--- config.mk ---
export PLATFORM = sky130hd
export DESIGN_NAME = hazard_ctrl
export DESIGN_NICKNAME = d
export VERILOG_FILES = /design/src/rtl/mips_pkg.sv /design/src/rtl/md_tracker.sv /design/src/rtl/hazard_ctrl.sv
export SDC_FILE = /design/constraint.sdc
export NUM_CORES = 1
export LEC_CHECK = 0
export CELL_PAD_IN_SITES_DETAIL_PLACEMENT = 0
export CELL_PAD_IN_SITES_GLOBAL_PLACEMENT = 1
export CORE_MARGIN = 2
export CORE_UTILIZATION = 28
export CTS_BUF_LIST = sky130_fd_sc_hd__clkbuf_8 sky130_fd_sc_hd__clkbuf_16
export CTS_CLUSTER_SIZE = 20
export DETAILED_ROUTE_END_ITERATION = 10
export PLACE_DENSITY = 0.87
export SYNTH_ARGS = -nofsm -noshare
export SYNTH_HDL_FRONTEND = slang
export SYNTH_HIERARCHICAL = 1
export SYNTH_SLANG_ARGS = --single-unit
--- constraint.sdc ---
create_clock -name CLK -period 2.25 [get_ports CLK]
set_input_delay 0.45 -clock CLK [delete_from_list [all_inputs] [get_ports CLK]]
set_output_delay 0.45 -clock CLK [all_outputs]
set_load 0.05 [all_outputs]
--- src/rtl/mips_pkg.sv ---
// Shared definitions for the MIPS pipeline control blocks: forwarding
// select encodings, mult/div tracker states and a register-compare helper.
package mips_pkg;

  localparam logic [1:0] FWD_RF  = 2'b00;
  localparam logic [1:0] FWD_WB  = 2'b01;
  localparam logic [1:0] FWD_MEM = 2'b10;

  typedef enum logic {
    MD_IDLE,
    MD_BUSY
  } md_state_t;

  // $zero is hardwired, so a dependency on it is never a real hazard.
  function automatic logic reg_match(input logic [4:0] a, input logic [4:0] b);
    return (a != '0) && (a == b);
  endfunction

endpackage

--- src/rtl/md_tracker.sv ---
// Mult/div occupancy tracker: IDLE/BUSY FSM with a 4-bit down-counter that
// keeps MdBusy high for MD_LAT cycles after an issue.
module md_tracker
  import mips_pkg::*;
#(
  parameter int unsigned MD_LAT = 4
) (
  input  logic CLK,
  input  logic rst_n,
  input  logic MdStartE,
  output logic MdBusy
);

  localparam logic [3:0] RELOAD = 4'(MD_LAT - 1);

  md_state_t  state, state_next;
  logic [3:0] cnt, cnt_next;

  always_ff @(posedge CLK or negedge rst_n) begin
    if (!rst_n) begin
      state <= MD_IDLE;
      cnt   <= '0;
    end else begin
      state <= state_next;
      cnt   <= cnt_next;
    end
  end

  always_comb begin
    state_next = state;
    cnt_next   = cnt;
    case (state)
      MD_IDLE: begin
        if (MdStartE) begin
          state_next = MD_BUSY;
          cnt_next   = RELOAD;
        end
      end
      MD_BUSY: begin
        // A re-issue while busy restarts the latency window.
        if (MdStartE) begin
          cnt_next = RELOAD;
        end else if (cnt == '0) begin
          state_next = MD_IDLE;
        end else begin
          cnt_next = cnt - 4'd1;
        end
      end
      default: begin
        state_next = MD_IDLE;
        cnt_next   = '0;
      end
    endcase
  end

  assign MdBusy = (state == MD_BUSY);

  a_no_issue_while_busy: assert property (@(posedge CLK) disable iff (!rst_n)
    !(MdStartE && (state == MD_BUSY)));

endmodule

--- src/rtl/hazard_ctrl.sv ---
// Pipeline hazard controller: EX/ID forwarding selects, fetch/decode stall and
// ID/EX flush. Optional stall-cause performance counters under HAZ_PERF_EN.
module hazard_ctrl
  import mips_pkg::*;
#(
  parameter int unsigned MD_LAT = 4,
  parameter int unsigned CNT_W  = 32
) (
  input  logic             CLK,
  input  logic             rst_n,
  input  logic [4:0]       RsD,
  input  logic [4:0]       RtD,
  input  logic [4:0]       RsE,
  input  logic [4:0]       RtE,
  input  logic [4:0]       WriteRegE,
  input  logic [4:0]       WriteRegM,
  input  logic [4:0]       WriteRegW,
  input  logic             RegWriteE,
  input  logic             RegWriteM,
  input  logic             RegWriteW,
  input  logic             MemToRegE,
  input  logic             MemToRegM,
  input  logic             BranchD,
  input  logic             MdStartE,
  input  logic             MdUseD,
  output logic             StallF,
  output logic             StallD,
  output logic             FlushE,
  output logic             ForwardAD,
  output logic             ForwardBD,
  output logic [1:0]       ForwardAE,
  output logic [1:0]       ForwardBE,
  output logic             MdBusy
`ifdef HAZ_PERF_EN
  ,
  output logic [CNT_W-1:0] LdStallCnt,
  output logic [CNT_W-1:0] BrStallCnt,
  output logic [CNT_W-1:0] MdStallCnt
`endif
);

  if (MD_LAT < 1 || MD_LAT > 15) begin : g_bad_md_lat
    $error("hazard_ctrl: MD_LAT must be in 1..15");
  end
  if (CNT_W < 1) begin : g_bad_cnt_w
    $error("hazard_ctrl: CNT_W must be at least 1");
  end

  logic ldstall, brstall, mdstall, stall;

  md_tracker #(.MD_LAT(MD_LAT)) u_md_tracker (
    .CLK      (CLK),
    .rst_n    (rst_n),
    .MdStartE (MdStartE),
    .MdBusy   (MdBusy)
  );

  assign ldstall = MemToRegE && (reg_match(RtE, RsD) || reg_match(RtE, RtD));

  assign brstall = BranchD &&
                   ((RegWriteE && (reg_match(WriteRegE, RsD) || reg_match(WriteRegE, RtD))) ||
                    (MemToRegM && (reg_match(WriteRegM, RsD) || reg_match(WriteRegM, RtD))));

  assign mdstall = MdUseD && (MdStartE || MdBusy);

  // Outputs are held inactive while reset is asserted.
  assign stall  = rst_n && (ldstall || brstall || mdstall);
  assign StallF = stall;
  assign StallD = stall;
  assign FlushE = stall;

  assign ForwardAD = rst_n && RegWriteM && reg_match(WriteRegM, RsD);
  assign ForwardBD = rst_n && RegWriteM && reg_match(WriteRegM, RtD);

  always_comb begin
    ForwardAE = FWD_RF;
    if (rst_n) begin
      if (RegWriteM && reg_match(WriteRegM, RsE))      ForwardAE = FWD_MEM;
      else if (RegWriteW && reg_match(WriteRegW, RsE)) ForwardAE = FWD_WB;
    end
  end

  always_comb begin
    ForwardBE = FWD_RF;
    if (rst_n) begin
      if (RegWriteM && reg_match(WriteRegM, RtE))      ForwardBE = FWD_MEM;
      else if (RegWriteW && reg_match(WriteRegW, RtE)) ForwardBE = FWD_WB;
    end
  end

`ifdef HAZ_PERF_EN
  localparam logic [CNT_W-1:0] CNT_ONE = CNT_W'(1);

  always_ff @(posedge CLK or negedge rst_n) begin
    if (!rst_n) begin
      LdStallCnt <= '0;
      BrStallCnt <= '0;
      MdStallCnt <= '0;
    end else begin
      if (ldstall && LdStallCnt != '1) LdStallCnt <= LdStallCnt + CNT_ONE;
      if (brstall && BrStallCnt != '1) BrStallCnt <= BrStallCnt + CNT_ONE;
      if (mdstall && MdStallCnt != '1) MdStallCnt <= MdStallCnt + CNT_ONE;
    end
  end
`endif

endmodule

---- Word-level counts from Yosys, hierarchy flattened ----
Index checks and enable logic that the tools add are counted.
cells by class
  shift-type cells ........................ 0
  magnitude comparators ................... 0
  multiply operators ...................... 0
  multiplexer cells ....................... 14
  equality and inequality tests ........... 12
  reductions and logical operators ........ 36
  $add $sub $neg .......................... 1
  bitwise gates (word level) .............. 1
  divide/modulo/power cells ............... 0
operators with widths
  kind                                                                number
  5-bit == test                                                       10
  1-bit logical AND                                                   23
  5-bit nonzero test                                                  4
  4-bit 2-to-1 mux                                                    3
  2-bit 2-to-1 mux                                                    4
  4-bit one-hot mux with 2 select lines                               1
  1-bit logical OR                                                    7
  1-bit 2-to-1 mux                                                    5
  4-bit zero test                                                     1
  4-bit by 1-bit subtractor with 4-bit output, second input constant  1
  3-bit != test, second input constant                                1
  2-bit != test, second input constant                                1
  1-bit one-hot mux with 2 select lines                               1
  2-bit AND reduction                                                 1
  1-bit NOT                                                           1
storage, ports and cells
  output and inout bits ................... 10
  bits in read-only memories .............. 0
  word-level logic and storage cells ...... 66
  flip-flop bits (word level) ............. 5
  bits in writable memories ............... 0
  memories kept ........................... 0
  bits in latches ......................... 0

---- Longest topological paths before layout ----
  depth after elaboration ................. 9
  gate-level depth with buffers ........... 7
  gate-level depth less buffers ........... 5

---- Hierarchy ----
Netlist, hierarchy kept.
modules (own cells, without submodules)
  module       seq. area each (um2)  times used  area an instance (um2)  cells an instance
  hazard_ctrl  0.0                   1           770.7                   101
  md_tracker   125.1                 1           276.5                   25

---- Worst setup path after synthesis ----
OpenSTA, ideal clock, no wires.
  kind .................................... input port to output port
  start point ............................. in RtE[0]
  end point ............................... out StallD
  stages .................................. 7
  arrival time ............................ 2.398 ns
  path slack .............................. -0.598 ns
  cell sequence ........................... clkbuf_1 -> xnor2_1 -> nand3_1 -> nor3_1 -> a31oi_1 -> o221ai_1 -> buf_4
between the ends
  word-level cells in the longest chain between the ends .. 7
  elaborated cells between the ends (all ways) .. 10
  those cells by class .................... 2 x eq/ne; 8 x reduce/logical
RTL lines
  element                                              RTL line           text
  start, declared                                      hazard_ctrl.sv:14  input logic [4:0] RtE,
  5-bit == test or 5-bit nonzero test (tied branches)  mips_pkg.sv:16     return (a != '0) && (a == b);
  1-bit logical AND                                    mips_pkg.sv:16
  1-bit logical OR *                                   hazard_ctrl.sv:58  assign ldstall = MemToRegE && (reg_match(RtE, RsD) || reg_match(RtE, RtD));
  1-bit logical AND *                                  hazard_ctrl.sv:58
  1-bit logical OR * (2 in series)                     hazard_ctrl.sv:67  assign stall = rst_n && (ldstall || brstall || mdstall);
  1-bit logical AND *                                  hazard_ctrl.sv:67
  end, declared                                        hazard_ctrl.sv:27  output logic StallD,
Every way passes the cells marked *; elsewhere a longest branch is shown, timed or not.

---- Worst setup path in the final report ----
  start point ............................. in WriteRegM[2]
  end point ............................... out ForwardAE[0]
between the ends
  word-level cells in the longest chain between the ends .. 5
  elaborated cells between the ends (all ways) .. 6
  those cells by class .................... 1 x eq/ne; 2 x mux; 3 x reduce/logical
RTL lines
  element                                              RTL line           text
  start, declared                                      hazard_ctrl.sv:16  input logic [4:0] WriteRegM,
  5-bit == test or 5-bit nonzero test (tied branches)  mips_pkg.sv:16
  1-bit logical AND *                                  mips_pkg.sv:16
  1-bit logical AND *                                  hazard_ctrl.sv:78  if (RegWriteM && reg_match(WriteRegM, RsE)) ForwardAE = FWD_MEM;
  2-bit 2-to-1 mux *                                   hazard_ctrl.sv:78
  2-bit 2-to-1 mux *                                   hazard_ctrl.sv:77  if (rst_n) begin
  end, declared                                        hazard_ctrl.sv:31  output logic [1:0] ForwardAE,
Marks and branches as above.

==> flow_summary.toml <==
[timing]
rsz0062_at_grt = "yes"
worst_slew_pin_tran_ns = 0.506
setup_ws_ns = -0.140
finalMaxSlewViolations = 0
timing.fmax_mhz = 418
timing.final.crit_period_ns = 2.39
timing.clock.skew_ns = 0.000507
final_hold_viol_count = 0
timing.setup.tns_ns = -0.547
period_share_pct = 106
setup_viol = 5
worst_slew_margin_rel_pct = 66.2

[layout]
num-nets-final = 258
layout_commonest_cell = "buf_4"
fill_cells = 334
most-common-layout-cells = "33 x buf_4, 27 x xor2_1, 19 x dlygate4sd2_1, 17 x xnor2_1, 9 x buf_12"
insertedDiodeCount = 0
final_cell_area_mm2 = 0.00220
synthesis_to_finish_area_growth_pct = 110
postLayoutCoreUtil_pct = 60.6
layout-drive-gt1-share_pct = 47.9

[setup_path]
crit_fanout = 2
cp.arrival_ns = 1.94
worst_setup_path_startpoint = "WriteRegM[2]"
timing.setup.critical_path_class = "input port to primary output"
worst-r2r-setup-slack_ns = 0.76
critPathLaunchType = "input port"
setup.worst_path.end_class = "primary output"
r2r_start = "u_md_tracker/cnt[0]"
timing.reg2reg.worst_path_depth = 5
cp.required_ns = 1.80
worstReg2RegEnd = "u_md_tracker/cnt[0]"

[global_route]
global_route.usage.total_pct = 20.0
grt_first_pass_wirelength_um = 6600
grt_antenna_before_repair = 0
grt.overflow.total = 0
grt_max_degree = 13
first_global_vias = 1450

[die]
dieHeight_um = 65.2
io_pins = 55
floorplan.initialDensity_pct = 28.8
fp-row-count = 22
floorplan.die.width_um = 65.2
coreArea_mm2 = 0.00363
die_area_mm2 = 0.00425

[placed_design]
placed_cell_area_mm2 = 0.00200
place_hpwl_um = 3140
placement.io_buffers = 54
globalplace.congestion = 0.857

[yosys]
ys_seq_elements = 5
synthArstFlopShare_pct = 100
ys_dominant_reg_cell = "dfrtp_1"
synth_nets = 172
sequential_cell_area_fraction_in_the_yosys_report_pct = 11.9
average_footprint_of_a_synthesized_cell_um2 = 8.31
yosysWarnings = 6
synth-edff-count = 0
synth_cell_types = 33
postSynthCellCount = 126
syn-cell-area_mm2 = 0.00105

[status]
failing_checks = "negative setup slack"
run_status = "finished, violations left"

[cts]
clk_path_buf_depth = 2
cts_tree = "built"
worst_skew_pair.late_latency_ns = 0.22
clock_sinks = 5
cts-root-buf = "clkbuf_8"
cts_hold_repair.buffers = 0
cts_max_level = 1
clk_pin_slew_ns = 0.04
cts-buffers-inserted = 3

[drt]
wl_per_cell_um = 16.1
via_count_normalized_by_instance_count = 4.86
detailedRoute.firstIterationViolations = 65
final_ant_viol_nets = 0
via_count = 1259
drt-total-wl_um = 4170
drt-pass1-iter-count = 4
post-route-drc-count = 0

[worst_hold_path]
holdCritPathClass = "input port to asynchronous set/reset pin"

[run]
max-cap-violations = 0

[power_and_ir_drop]
total_power_uw = 795
power-per-cell-area_mw_per_mm2 = 361
ir_drop_mv = 0.185
leakage_uw = 0.000944
-- power breakdown --
part           total [µW]  leakage [µW]  switching [µW]  internal (µW)
logic                 483      0.000859             239            244
clock network         168     0.0000269            50.1            117
registers             145     0.0000574            33.5            111
-- layer usage --
| metal | global-route usage [%] | up-vias | share of wire (%) |
|---|---|---|---|
| li1 | - | 604 | - |
| met1 | 21.4 | 601 | 38 |
| met2 | 40.9 | 48 | 55 |
| met3 | 2.57 | 6 | 5.8 |
| met4 | 4.95 | 0 | 1.6 |
| met5 | 0 | - | 0 |
-- worst max-delay path, stage by stage --
cell     delay, ns
buf_6         0.09
or4_4         0.57
o21ai_4       0.24
nor4_4        0.07
nor4_4        0.33
buf_12        0.18
-- cell type report --
type	instances	area (µm²)	area share, %
repair buffers	93	887	40.3
flip-flops and latches	5	125	5.69
clock buffers	3	41.3	1.88
multi-input cells	106	1070	48.7
inverters	3	11.3	0.512
well taps	48	60.1	2.73
clock inverters	1	3.75	0.171
-- synthesized netlist by cell type, drive strengths merged (3+ instances only) --
library cell | n | area share [%]
xor2 | 29 | 24
xnor2 | 21 | 18
buf | 6 | 3.9
clkbuf | 6 | 2.2
nor2 | 6 | 2.2
or4 | 6 | 4.7
dfrtp | 5 | 12
nand3 | 5 | 2.4
nor3 | 5 | 2.4
nor4 | 5 | 4.2
nand2 | 4 | 1.4
inv | 3 | 1.1
mux2i | 3 | 2.9
o211ai | 3 | 2.2
o21ai | 3 | 1.8
-- flip-flops by register name (all words and copies together) (netlist names) --
signal	cells
u_md_tracker/MdBusy	1
u_md_tracker/cnt	4
-- metrics by stage --
step	setup WS, ns	hold WS (ns)	std cells
after floorplan	-0.145	0.154	126
after global placement	-0.454	0.591	253
after detailed placement	-0.494	0.623	253
after CTS	-0.148	0.634	257
after global routing	-0.173	0.263	259
final	-0.140	0.234	259
-- worst max-delay path by stage --
stage | slack (ns) | end
2_1_floorplan | -0.14 | StallD
3_3_place_gp | -0.45 | ForwardAE[0]
3_5_place_dp | -0.49 | ForwardAE[0]
4_1_cts | -0.15 | ForwardBE[0]
5_1_grt | -0.17 | ForwardAE[0]
6_report | -0.14 | ForwardAE[0]
-- repair_timing --
item | 4_1_cts | 5_1_grt
pin swaps | 24 | 19
gates resized for setup | 90 | 26
setup buffers | 0 | 3
setup endpoints to repair | 9 | 9
endpoints found under the hold margin | 0 | 0
-- cell families after synthesis --
logic type / after synthesis / synth area share [%]
adders and majority gates: 1 / 1.19
AOI/OAI and AO/OA: 13 / 10.2
buffers and inverters: 15 / 7.17
xor gates and xnor gates: 50 / 41.8
muxes: 3 / 2.87
and+or+nand+nor: 39 / 24.8
DFF: 5 / 11.9
Note: power is estimated with default switching activity, not from simulation.
